## src/rtl/shift_fifo_pkg.sv

```systemverilog
// Shared types and helpers for the shift-register FIFO.
package shift_fifo_pkg;

  // State-update selector, packed as {push, pop}.
  typedef enum logic [1:0] {
    HOLD = 2'b00,
    POP  = 2'b01,
    PUSH = 2'b10,
    BOTH = 2'b11
  } op_e;

  // Bits needed to hold an occupancy of 0..depth.
  function automatic int cnt_width(input int depth);
    return $clog2(depth + 1);
  endfunction

endpackage

```

## src/rtl/shift_fifo_slot.sv

```systemverilog
// One storage slot of the shift FIFO: loads new data, the next slot's value, or holds.
module shift_fifo_slot #(
  parameter int WIDTH = 32
) (
  input  logic             clk,
  input  logic             rst_n,
  input  logic             load_in,
  input  logic             load_next,
  input  logic [WIDTH-1:0] in_data,
  input  logic [WIDTH-1:0] next_data,
  output logic [WIDTH-1:0] q
);

  // Slot register; a write of new data takes precedence over the shift.
  always_ff @(posedge clk or negedge rst_n) begin
    if (!rst_n) begin
      q <= '0;
    end else if (load_in) begin
      q <= in_data;
    end else if (load_next) begin
      q <= next_data;
    end
  end

endmodule

```

## src/rtl/shift_fifo.sv

```systemverilog
// Shift-register FIFO with valid/ready on both sides; entries compact toward slot 0.
module shift_fifo
  import shift_fifo_pkg::*;
#(
  parameter int WIDTH       = 32,
  parameter int DEPTH       = 4,
  parameter int AFULL_LEVEL = DEPTH - 1,
  parameter int FULL_PUSH   = 0
) (
  input  logic                          clk,
  input  logic                          rst_n,
  input  logic                          in_valid,
  output logic                          in_ready,
  input  logic [WIDTH-1:0]              in_data,
  output logic                          out_valid,
  input  logic                          out_ready,
  output logic [WIDTH-1:0]              out_data,
  output logic [cnt_width(DEPTH)-1:0]   count,
  output logic                          empty,
  output logic                          full,
  output logic                          almost_full,
  output logic                          overflow,
  output logic                          underflow
);

  localparam int CW = cnt_width(DEPTH);

  logic             push;
  logic             pop;
  logic [CW-1:0]    wr_idx;
  op_e              op;
  logic [WIDTH-1:0] regs      [DEPTH];
  logic [WIDTH-1:0] next_data [DEPTH];
  logic             load_in   [DEPTH];
  logic             load_next [DEPTH];

  assign empty       = (count == '0);
  assign full        = (count == CW'(DEPTH));
  assign almost_full = (count >= CW'(AFULL_LEVEL));
  assign out_valid   = !empty;
  assign in_ready    = (FULL_PUSH != 0) ? (!full || out_ready) : !full;
  assign push        = in_valid && in_ready;
  assign pop         = out_valid && out_ready;
  assign out_data    = regs[0];

  // With a simultaneous pop every entry moves down one, so the new entry lands one slot lower.
  assign wr_idx      = count - CW'(pop);

  // Classify this cycle's update.
  always_comb begin
    op = op_e'({push, pop});
  end

  // Occupancy tracking; push/pop gating keeps it within 0..DEPTH.
  always_ff @(posedge clk or negedge rst_n) begin
    if (!rst_n) begin
      count <= '0;
    end else begin
      case (op)
        PUSH:    count <= count + CW'(1);
        POP:     count <= count - CW'(1);
        default: count <= count;
      endcase
    end
  end

  // Sticky protocol-error flags, cleared only by reset.
  always_ff @(posedge clk or negedge rst_n) begin
    if (!rst_n) begin
      overflow  <= 1'b0;
      underflow <= 1'b0;
    end else begin
      if (in_valid && !in_ready) overflow <= 1'b1;
      if (out_ready && !out_valid) underflow <= 1'b1;
    end
  end

  for (genvar i = 0; i < DEPTH; i++) begin : g_slot
    assign load_in[i] = push && (wr_idx == CW'(i));
    if (i < DEPTH - 1) begin : g_shift
      assign load_next[i] = pop;
      assign next_data[i] = regs[i+1];
    end else begin : g_tail
      assign load_next[i] = 1'b0;
      assign next_data[i] = '0;
    end

    shift_fifo_slot #(.WIDTH(WIDTH)) u_slot (
      .clk       (clk),
      .rst_n     (rst_n),
      .load_in   (load_in[i]),
      .load_next (load_next[i]),
      .in_data   (in_data),
      .next_data (next_data[i]),
      .q         (regs[i])
    );
  end

endmodule

```

## config.mk

```make
export PLATFORM = sky130hd
export DESIGN_NAME = shift_fifo
export DESIGN_NICKNAME = d
export VERILOG_FILES = /design/src/rtl/shift_fifo_pkg.sv /design/src/rtl/shift_fifo_slot.sv /design/src/rtl/shift_fifo.sv
export SDC_FILE = /design/constraint.sdc
export NUM_CORES = 1
export LEC_CHECK = 0
export ABC_AREA = 1
export ABC_CLOCK_PERIOD_IN_PS = 3700
export CAP_MARGIN = 40
export CELL_PAD_IN_SITES_DETAIL_PLACEMENT = 0
export CELL_PAD_IN_SITES_GLOBAL_PLACEMENT = 1
export CORE_ASPECT_RATIO = 1.25
export CORE_MARGIN = 8
export CORE_UTILIZATION = 30
export CTS_CLUSTER_DIAMETER = 60
export CTS_CLUSTER_SIZE = 40
export DETAILED_ROUTE_END_ITERATION = 8
export PLACE_DENSITY_LB_ADDON = 0.1
export SETUP_SLACK_MARGIN = 0.4
export SKIP_LAST_GASP = 1
export SLEW_MARGIN = 20
export SYNTH_ARGS = -nofsm -noshare
export SYNTH_HDL_FRONTEND = slang
export SYNTH_HIERARCHICAL = 1
export SYNTH_SLANG_ARGS = --single-unit
```

## constraint.sdc

```tcl
create_clock -name clk -period 3.7 [get_ports clk]
set_input_delay 1.11 -clock clk [delete_from_list [all_inputs] [get_ports clk]]
set_output_delay 1.11 -clock clk [all_outputs]
set_load 0.01 [all_outputs]
```

==> results.md, run 1 <==
- Status: finished clean
- FILL cells: 2230
- Met2 usage: 24.3%
- Final hold vios: 0
- Setup CP Type: reg -> out
- Die X-Extent: 147 um
- PostCTS Resize Cnt: 0
- Synth Instances: 757
- Via count: 5272
- Worst Max-Slew Pin Slew: 0.644 ns
- Hold path startpoint: overflow$_DFFE_PN0P_
- Worst-skew pair later-pin latency: 0.42 ns
- CTS tree: done
- PortBufs: 77
- Grt met1 use: 18.2%
- Final max-slew violation count: 0
- Hold EP: overflow$_DFFE_PN0P_
- Most frequent cells in the layout: 268 x nand2_1, 257 x nand3_1, 133 x dfrtp_1
- Final layout net count: 880
- Clock-pin slew on the worst setup and hold paths: 0.06 ns
- P&R area growth vs syn: 23.5%
- Post-Route WL: 18.2 mm
- Post CTS Setup Buffer Count: 0
- Warnings, synthesis: 6
- Row count: 60
- Initial core utilization: 30.2%
- Mux contribution to synthesized area: 0%
- Worst r2r dst: g_slot[3].u_slot/q[13]$_DFFE_PN0P_
- Simple-gate share of the synthesized area: 37.9%
- Longest Clk Path Bufs: 2
- Antenna fix cells: 0
- Wirelength per Cell: 16.0 um
- Fmax: 0.344 GHz
- Synth Register Bits: 133
- R2R setup slack: 1.27 ns
- Crit share post-route: 78.6%
- Chip height: 180 um
- GR peak layer: met2
- Met3 GRT Util: 2.94%
- Dpl hpwl: 11.7 mm
- WHS: 0.464 ns
- Largest net degree at the start of global routing: 101
- CP max FO: 5
- Multi-input logic area: 2700 sq um
- Seq/Total Area, Yosys: 51.9%
- Share of post-route cells with drive strength above 1: 7.15%
- Period minus WS final: 2.91 ns
- Complex-gate fraction of the synthesized area: 0.273%
- PD cells: 839 nW/um^2
- Final ANT Viol Nets: 0
- Total GRT Usage: 14.5%
- Drt pass-1 iters: 5
- Synth cell types: 21
- # hold bufs at CTS: 0
- Synth top area share: 51.9%
- CP Launch Type: flip-flop
- Initial DRC count: 327
- Leakage power: 0.00367 uW
- Core ar.: 21200 sq um
- Mapped Area: 6420 sq um
- Number of max-cap violations: 0
- Syn_area_per_cell: 8.48 sq um
- Max-slew headroom: 57.1%
- CP Data Required Time: 2.59 ns
- Via density: 4.66
- Dpl cells: 1100
- Hold Crit Class: reg -> reg
- Post-Layout Cell Count: 1132
- Area contributors post-synth: dfrtp_1 52%, nand3_1 20%, nand2_1 16%
- IO Pins: 78
- Initial antenna violation count: 0
- Die Area: 26400 sq um
- Gpl congestion: 0.691
- Reg area: 3330 sq um
- Final Setup Violations: 0
- CTS root buf: clkbuf_16
- Worst hold stages: 2
- CTS sink count: 133
- Xor/xnor share of the synthesized area: 0.390%
- DRC: 0
- Crit path DAT: 1.80 ns
- Final clock skew: 0.00963 ns
- Synth Area in Adders: 0.897%
- Setup crit end kind: output pin
- Main combinational cell family by area after synthesis: simple AND/OR/NAND/NOR gates
- Most common cell after layout, fill and taps aside: nand2_1
- Total gr overflow: 0
- Worst Reg2Reg Path Length in Cells: 12
- RSZ-0062 raised after global routing: no
- VDD IR-drop max: 0.342 mV
- Setup_tns: 0 ns
- Cell taking the most area after synthesis: dfrtp_1
- TritonCTS buffer count: 17
- Worst r2r src: count[0]$_DFFE_PN0P_
- First-pass GRT wire length: 30.7 mm
- H-tree levels: 4
- Vias in the first global route: 5565
[cells by family (layout without fill, tap and decap cells)]
kind of cell    after synthesis  count (layout)
flops                       133             133
fa+ha+maj                     4               4
compound gates                3               3
xor+xnor                      2               2
other cells                   1              33
simple gates                541             541
buf+inv                      73             137
[cells in the mapped netlist (all sizes together)]
cell	count
dfrtp	133
ha	3
conb	1
o21ai	2
fa	1
nand4	1
nand3	259
xnor2	2
nand2	269
nor2	12
o21bai	1
buf	56
inv	17
[worst max-delay path by stage]
stage                    startpoint                            endpoint
2_1_floorplan             out_ready  g_slot[2].u_slot/q[10]$_DFFE_PN0P_
3_3_place_gp              out_ready                count[2]$_DFFE_PN0P_
3_5_place_dp              out_ready                count[2]$_DFFE_PN0P_
4_1_cts        count[0]$_DFFE_PN0P_                                full
5_1_grt                   out_ready                count[2]$_DFFE_PN0P_
6_report       count[0]$_DFFE_PN0P_                                full
[worst max-delay path, cell delays in order (launching register included)]
cell	delay [ns]
dfrtp_1	0.41
inv_1	0.19
nand3_2	0.14
inv_1	0.10
clkdlybuf4s50_1	0.54
[routing by layer]
layer  wire length, um  vias up
li1                  -     2638
met1              8390     2511
met2              8840      103
met3               690       20
met4               248        0
met5                 0        -
[per-stage QoR]
stage,utilization [%],cell area (sq um),setup slack [ns],power (uW)
finish,37.3,7920,0.791,6650
global route,37.3,7920,0.642,7200
CTS,37.3,7920,0.751,6760
detailed placement,34.5,7330,0.362,5030
global placement,34.5,7330,0.388,4970
floorplan,-,6540,1.07,4230
[sequential cells by signal, indices dropped and copies added, names as in the netlist]
| name | flops |
|---|---|
| g_slot.u_slot/q | 128 |
| count | 3 |
| overflow | 1 |
| underflow | 1 |
[layout make-up]
cell class | count | share of cell area, %
flip-flops and latches | 133 | 42.0
multi-input cells | 583 | 34.0
repair buffers | 88 | 11.1
clock buffers | 21 | 5.94
well taps | 279 | 4.41
clock inverters | 11 | 1.56
inverters | 17 | 0.932
[report_power, final]
group | internal, uW | leakage, uW | switching [uW]
logic | 1000 | 0.00172 | 1520
clock network | 1050 | 0.000286 | 649
registers | 2080 | 0.00166 | 342
Power figures use the tool's default switching activity.
==> run 2, diff against run 1 <==
--- a/config.mk
+++ b/config.mk
@@ -6,7 +6,7 @@
 export NUM_CORES = 1
 export LEC_CHECK = 0
 export ABC_AREA = 1
-export ABC_CLOCK_PERIOD_IN_PS = 3700
+export ABC_CLOCK_PERIOD_IN_PS = 2800
 export CAP_MARGIN = 40
 export CELL_PAD_IN_SITES_DETAIL_PLACEMENT = 0
 export CELL_PAD_IN_SITES_GLOBAL_PLACEMENT = 1
==> constraint.sdc (replaced) <==
create_clock -name clk -period 2.8 [get_ports clk]
set_input_delay 0.84 -clock clk [delete_from_list [all_inputs] [get_ports clk]]
set_output_delay 0.84 -clock clk [all_outputs]
set_load 0.01 [all_outputs]
==> results.md, run 2 (synthesis results as in run 1) <==
- Clock-pin slew on the worst setup and hold paths: 0.06 ns (about the same)
- CP Data Required Time: 1.96 ns (was 2.59 ns)
- Largest net degree at the start of global routing: 53 (was 101)
- Setup crit end kind: output pin (unchanged)
- Top sig layer: met4 (unchanged)
- Wl on met1: 8.88 mm (was 8.39 mm)
- Dpl hpwl: 12.5 mm (was 11.7 mm)
- Final hold vios: 0 (unchanged)
- FILL cells: 2133 (was 2230)
- Dpl ws: -0.213 ns (was 0.362 ns)
- Final layout net count: 902 (was 880)
- WL met2: 9.28 mm (was 8.84 mm)
- Most common cell after layout, fill and taps aside: nand2_1 (unchanged)
- Final max-slew violation count: 0 (unchanged)
- CP Launch Type: flip-flop (unchanged)
- First-pass GRT wire length: 31.3 mm (was 30.7 mm)
- Die Area: 26400 sq um (unchanged)
- Longest Clk Path Bufs: 2 (unchanged)
- Worst Reg2Reg Path Length in Cells: 13 (was 12)
- Crit share post-route: 80.3%
- VDD IR-drop max: 0.436 mV (was 0.342 mV)
- Crit path DAT: 1.41 ns (was 1.80 ns)
- TritonCTS buffer count: 17 (unchanged)
- Worst r2r src: count[2]$_DFFE_PN0P_ (was count[0]$_DFFE_PN0P_)
- DRC: 0 (unchanged)
- H-tree levels: 4 (unchanged)
- PortBufs: 77 (unchanged)
- # hold bufs at CTS: 0 (unchanged)
- Final Setup Violations: 0 (unchanged)
- Setup_tns: 0 ns (unchanged)
- PD cells: 1130 nW/um^2 (was 839 nW/um^2)
- Initial core utilization: 30.2% (unchanged)
- Largest regs: g_slot.u_slot/q x128, count x3 (unchanged)
- Vias in the first global route: 5531 (was 5565)
- Max reg flops: 128 (unchanged)
- Largest Register: g_slot.u_slot/q (unchanged)
- CTS root buf: clkbuf_16 (unchanged)
- Worst Max-Slew Pin Slew: 0.535 ns (was 0.644 ns)
- Core ar.: 21200 sq um (unchanged)
- Period minus WS final: 2.25 ns
- Number of max-cap violations: 0 (unchanged)
- Multi-input logic area: 2760 sq um (was 2700 sq um)
- Total GRT Usage: 14.8% (was 14.5%)
- Max-slew headroom: 64.3% (was 57.1%)
- Via density: 4.69 (was 4.66)
- Hold Crit Class: in -> async (was reg -> reg)
- Worst-skew pair later-pin latency: 0.42 ns (about the same)
- Leakage power: 0.00388 uW (was 0.00367 uW)
- RSZ-0062 raised after global routing: no (unchanged)
- Chip height: 180 um (unchanged)
- Row count: 60 (unchanged)
- Post-Route WL: 19.3 mm (was 18.2 mm)
- Drt pass-1 iters: 5 (unchanged)
- Final worst setup slack: 0.552 ns (was 0.791 ns)
- P&R area growth vs syn: 30.6% (was 23.5%)
- Initial antenna violation count: 0 (unchanged)
- Total gr overflow: 0 (unchanged)
- Setup CP Type: reg -> out (unchanged)
- CTS tree: done (unchanged)
- Final ANT Viol Nets: 0 (unchanged)
- Via count: 5409 (was 5272)
- R2R setup slack: 0.61 ns (was 1.27 ns)
- Final clock skew: 0.0109 ns (was 0.00963 ns)
- Status: finished clean (unchanged)
- Worst r2r dst: g_slot[2].u_slot/q[5]$_DFFE_PN0P_ (was g_slot[3].u_slot/q[13]$_DFFE_PN0P_)
- Wirelength per Cell: 16.7 um (was 16.0 um)
- Most frequent cells in the layout: 267 x nand2_1, 255 x nand3_1, 132 x dfrtp_1 (was 268 x nand2_1, 257 x nand3_1, 133 x dfrtp_1)
- CP Launch Point: count[2]$_DFFE_PN0P_ (was count[0]$_DFFE_PN0P_)
- Gpl congestion: 0.727 (was 0.691)
- CP endpoint: empty (was full)
- Share of post-route cells with drive strength above 1: 10.5% (was 7.15%)
- IO Pins: 78 (unchanged)
- Metal3 WL: 912 um (was 690 um)
- Pwr Total: 9430 uW (was 6650 uW)
- Die X-Extent: 147 um (unchanged)
- CTS sink count: 133 (unchanged)
- Fmax: 0.445 GHz
- Initial DRC count: 446 (was 327)
- CP max FO: 4 (was 5)
- Final cell utilization of the core: 39.4% (was 37.3%)
- Antenna fix cells: 0 (unchanged)
- Reg area: 3330 sq um (about the same)
-- run 2: per-layer routing --
layer  GRT usage, %  vias to the layer above
li1               -                     2675
met1           19.2                     2580
met2           23.9                      140
met3           3.52                       14
met4           4.83                        0
met5              0                        -
-- run 2: final cells by class --
class | instances | area share (%)
repair buffers | 108 | 14.2
clock inverters | 11 | 1.81
repair inverters | 2 | 0.493
flip-flops and latches | 133 | 39.7
inverters | 17 | 1.28
clock buffers | 20 | 5.45
well taps | 279 | 4.17
multi-input cells | 583 | 32.9
-- run 2: repair_timing --
action | CTS | global route
resized for setup | 24 | 22
buffers inserted | 4 | 3
pin swaps | 5 | 8
setup endpoints to repair | 103 | 130
gates cloned | 0 | 3
-- run 2: critical path: stages, from the launching register on --
cell and delay [ns]:
dfrtp_2 0.43, inv_1 0.11, nand3_2 0.09, inv_2 0.09
dlygate4sd2_1 0.27
-- run 2: worst min path at each step --
stage,startpoint,to,slack [ns],cells past startpoint
floorplan,g_slot[1].u_slot/q[29]$_DFFE_PN0P_,g_slot[1].u_slot/q[29]$_DFFE_PN0P_,0.45,2
global placement,overflow$_DFFE_PN0P_,overflow$_DFFE_PN0P_,0.45,2
CTS,rst_n,g_slot[0].u_slot/q[13]$_DFFE_PN0P_,0.38,1
detailed placement,overflow$_DFFE_PN0P_,overflow$_DFFE_PN0P_,0.45,2
finish,rst_n,g_slot[0].u_slot/q[13]$_DFFE_PN0P_,0.37,1
global route,rst_n,g_slot[0].u_slot/q[13]$_DFFE_PN0P_,0.39,1
-- run 2: stage by stage --
| step | hold slack (ns) | std cells | cell area, sq um |
|---|---|---|---|
| 6_report | 0.368 | 1153 | 8380 |
| 5_1_grt | 0.391 | 1153 | 8380 |
| 4_1_cts | 0.377 | 1147 | 8210 |
| 3_5_place_dp | 0.453 | 1112 | 7490 |
| 3_3_place_gp | 0.447 | 1112 | 7490 |
| 2_1_floorplan | 0.453 | 789 | 6540 |
-- run 2: where the power goes --
part	internal (uW)	switching [uW]	total, uW
clock network	1450	873	2320
registers	2750	460	3210
logic	1690	2210	3900
==> run 3, diff against run 2 <==
--- a/config.mk
+++ b/config.mk
@@ -6,7 +6,7 @@
 export NUM_CORES = 1
 export LEC_CHECK = 0
 export ABC_AREA = 1
-export ABC_CLOCK_PERIOD_IN_PS = 2800
+export ABC_CLOCK_PERIOD_IN_PS = 2100
 export CAP_MARGIN = 40
 export CELL_PAD_IN_SITES_DETAIL_PLACEMENT = 0
 export CELL_PAD_IN_SITES_GLOBAL_PLACEMENT = 1
==> constraint.sdc (replaced) <==
create_clock -name clk -period 2.1 [get_ports clk]
set_input_delay 0.63 -clock clk [delete_from_list [all_inputs] [get_ports clk]]
set_output_delay 0.63 -clock clk [all_outputs]
set_load 0.01 [all_outputs]
==> results.md, run 3 (synthesis results as in run 1) <==
- Setup CP Type: reg -> reg (was reg -> out)
- Final hold vios: 0 (unchanged)
- Critical Path Stages: 15 (was 4)
- Multi-input logic area: 3580 sq um (was 2760 sq um)
- Top delay family on crit path: buffers and inverters (unchanged)
- Die Area: 26400 sq um (unchanged)
- Final layout net count: 939 (was 902)
- Max reg flops: 128 (unchanged)
- PD cells: 1500 nW/um^2 (was 1130 nW/um^2)
- Wirelength per Cell: 18.4 um (was 16.7 um)
- Critical Path Max Stage Delay: 0.41 ns (was 0.43 ns)
- Final clock skew: 0.0128 ns (was 0.0109 ns)
- DP Area: 7720 sq um (was 7490 sq um)
- Core ar.: 21200 sq um (unchanged)
- Reg area: 3330 sq um (unchanged)
- Most frequent cells in the layout: 216 x nand2_1, 170 x nand3_1, 132 x dfrtp_1 (was 267 x nand2_1, 255 x nand3_1, 132 x dfrtp_1)
- Final Setup Violations: 46 (was 0)
- IO Pins: 78 (unchanged)
- GR peak layer: met2 (unchanged)
- DRC: 0 (unchanged)
- Final max-slew violation count: 0 (unchanged)
- Fmax: 0.465 GHz
- TritonCTS buffer count: 17 (unchanged)
- R2R setup slack: -0.05 ns (was 0.61 ns)
- Post-Layout Cell Count: 1191 (was 1153)
- Via density: 4.84 (was 4.69)
- Pwr Total: 14600 uW (was 9430 uW)
- VDD IR-drop max: 0.830 mV (was 0.436 mV)
- Final ANT Viol Nets: 0 (unchanged)
- First-pass GRT wire length: 35.0 mm (was 31.3 mm)
- Failing checks: setup timing
- Drt pass-1 iters: 5 (unchanged)
- RSZ-0062 raised after global routing: yes (was no)
- Vias in the first global route: 5953 (was 5531)
- Critical path's most frequent cell: buf_12
- Final worst setup slack: -0.0516 ns (was 0.552 ns)
- Largest Register: g_slot.u_slot/q (unchanged)
- PortBufs: 77 (unchanged)
- Initial core utilization: 30.2% (unchanged)
- CP Data Required Time: 2.41 ns (was 1.96 ns)
- FILL cells: 2043 (was 2133)
- Chip height: 180 um (unchanged)
- Max-slew headroom: 66.4% (was 64.3%)
- Die X-Extent: 147 um (unchanged)
- Dpl hpwl: 11.8 mm (was 12.5 mm)
- CP Launch Type: flip-flop (unchanged)
- Final Instance Area: 9760 sq um (was 8380 sq um)
- Initial DRC count: 283 (was 446)
- Setup crit end kind: flip-flop (was output pin)
- Initial antenna violation count: 0 (unchanged)
- Clock-pin slew on the worst setup and hold paths: 0.06 ns (about the same)
- Crit path buf inv count: 5 (was 3)
- H-tree levels: 4 (unchanged)
- Longest Clk Path Bufs: 2 (unchanged)
- Total gr overflow: 0 (unchanged)
- Crit path DAT: 2.46 ns (was 1.41 ns)
- Largest net degree at the start of global routing: 46 (was 53)
- CTS root buf: clkbuf_16 (unchanged)
- Status: complete, but fails checks (was finished clean)
- Met3 GRT Util: 3.29% (was 3.52%)
- Via count: 5761 (was 5409)
- Worst-skew pair later-pin latency: 0.42 ns (about the same)
- Most common cell after layout, fill and taps aside: nand2_1 (unchanged)
- Crit path cell chain: inv_2 > nand3_4 > inv_4 > nor2_4 > ha_4 > ha_4 > xnor2_4 > nand2_2 > nor2_4 > buf_12 > buf_12 > nor2_8 > buf_12 > nand2_2 > nand3_1 (was inv_1 > nand3_2 > inv_2 > dlygate4sd2_1)
- Post-Route WL: 22.0 mm (was 19.3 mm)
- Crit share post-route: 102%
- Period minus WS final: 2.15 ns
- Hold Crit Class: in -> async (unchanged)
- Met2 usage: 28.8% (was 23.9%)
- Share of post-route cells with drive strength above 1: 30.8% (was 10.5%)
- Grt met1 use: 21.3% (was 19.2%)
- Leakage power: 0.00506 uW (was 0.00388 uW)
- Gpl congestion: 0.710 (was 0.727)
- Row count: 60 (unchanged)
- Worst Reg2Reg Path Length in Cells: 15 (was 13)
- Antenna fix cells: 0 (unchanged)
- P&R area growth vs syn: 52.1% (was 30.6%)
- Number of max-cap violations: 0 (unchanged)
- Total GRT Usage: 16.9% (was 14.8%)
- Slowest CP cell: dfrtp_1 (was dfrtp_2)
- Largest regs: g_slot.u_slot/q x128, count x3 (unchanged)
- Dpl cells: 1114 (was 1112)
- CTS sink count: 133 (unchanged)
- Dpl ws: -0.699 ns (was -0.213 ns)
- CTS tree: done (unchanged)
- CP max FO: 8 (was 4)
- Final cell utilization of the core: 45.9% (was 39.4%)
- Worst Max-Slew Pin Slew: 0.504 ns (was 0.535 ns)
[run 3: cell types whose count changed in the layout (fill, tap and decap cells not counted), moves of 13 or more]
cell,previous run,this run
nand3_2,3,87
nand2_4,0,40
buf_6,3,21
clkdlybuf4s50_1,70,33
dlymetal6s2s_1,2,34
nand3_1,255,170
nand2_1,267,216
buf_12,12,25
[run 3: worst paths after layout]
kind / start / endpoint
worst max-delay path: count[0]$_DFFE_PN0P_ / g_slot[2].u_slot/q[13]$_DFFE_PN0P_
worst min-delay path: rst_n / g_slot[0].u_slot/q[17]$_DFFE_PN0P_
worst max register to register: count[0]$_DFFE_PN0P_ / g_slot[2].u_slot/q[13]$_DFFE_PN0P_
worst min register to register: overflow$_DFFE_PN0P_ / overflow$_DFFE_PN0P_
max in group asynchronous: rst_n / count[2]$_DFFE_PN0P_
min in group clk: overflow$_DFFE_PN0P_ / overflow$_DFFE_PN0P_
[run 3: per-stage QoR]
stage	hold slack [ns]	setup TNS, ns
floorplan	0.334	-0.0491
global placement	0.455	-75.35
detailed placement	0.462	-75.04
CTS	0.156	0
global route	0.160	-7.91
finish	0.145	-0.833
[run 3: routing by layer]
layer	up-vias	share of wire [%]	wire [um]
met2	107	50	11000
li1	2768	-	-
met4	0	1.3	295
met3	24	3.7	806
met5	-	0	0
met1	2862	45	9870
[run 3: final cells by class]
class,count,area share [%]
timing repair inverter,1,0.115
timing repair buffer,142,18.6
clock inverter,14,1.55
multi-input combinational,587,36.7
clock buffer,18,4.40
tap,279,3.58
inverter,17,0.962
sequential,133,34.1
[run 3: what timing repair did]
| action | 4_1_cts | 5_1_grt |
|---|---|---|
| setup endpoints to repair | 173 | 172 |
| pin swaps | 29 | 13 |
| buffers inserted | 29 | 8 |
| hold buffers | 0 | 0 |
| cloned | 7 | 1 |
| resized for setup | 175 | 84 |
[run 3: power by group]
group / switching (uW) / internal [uW]
clock network: 1220 / 1760
logic: 3820 / 3330
registers: 836 / 3670
total: 5880 / 8760
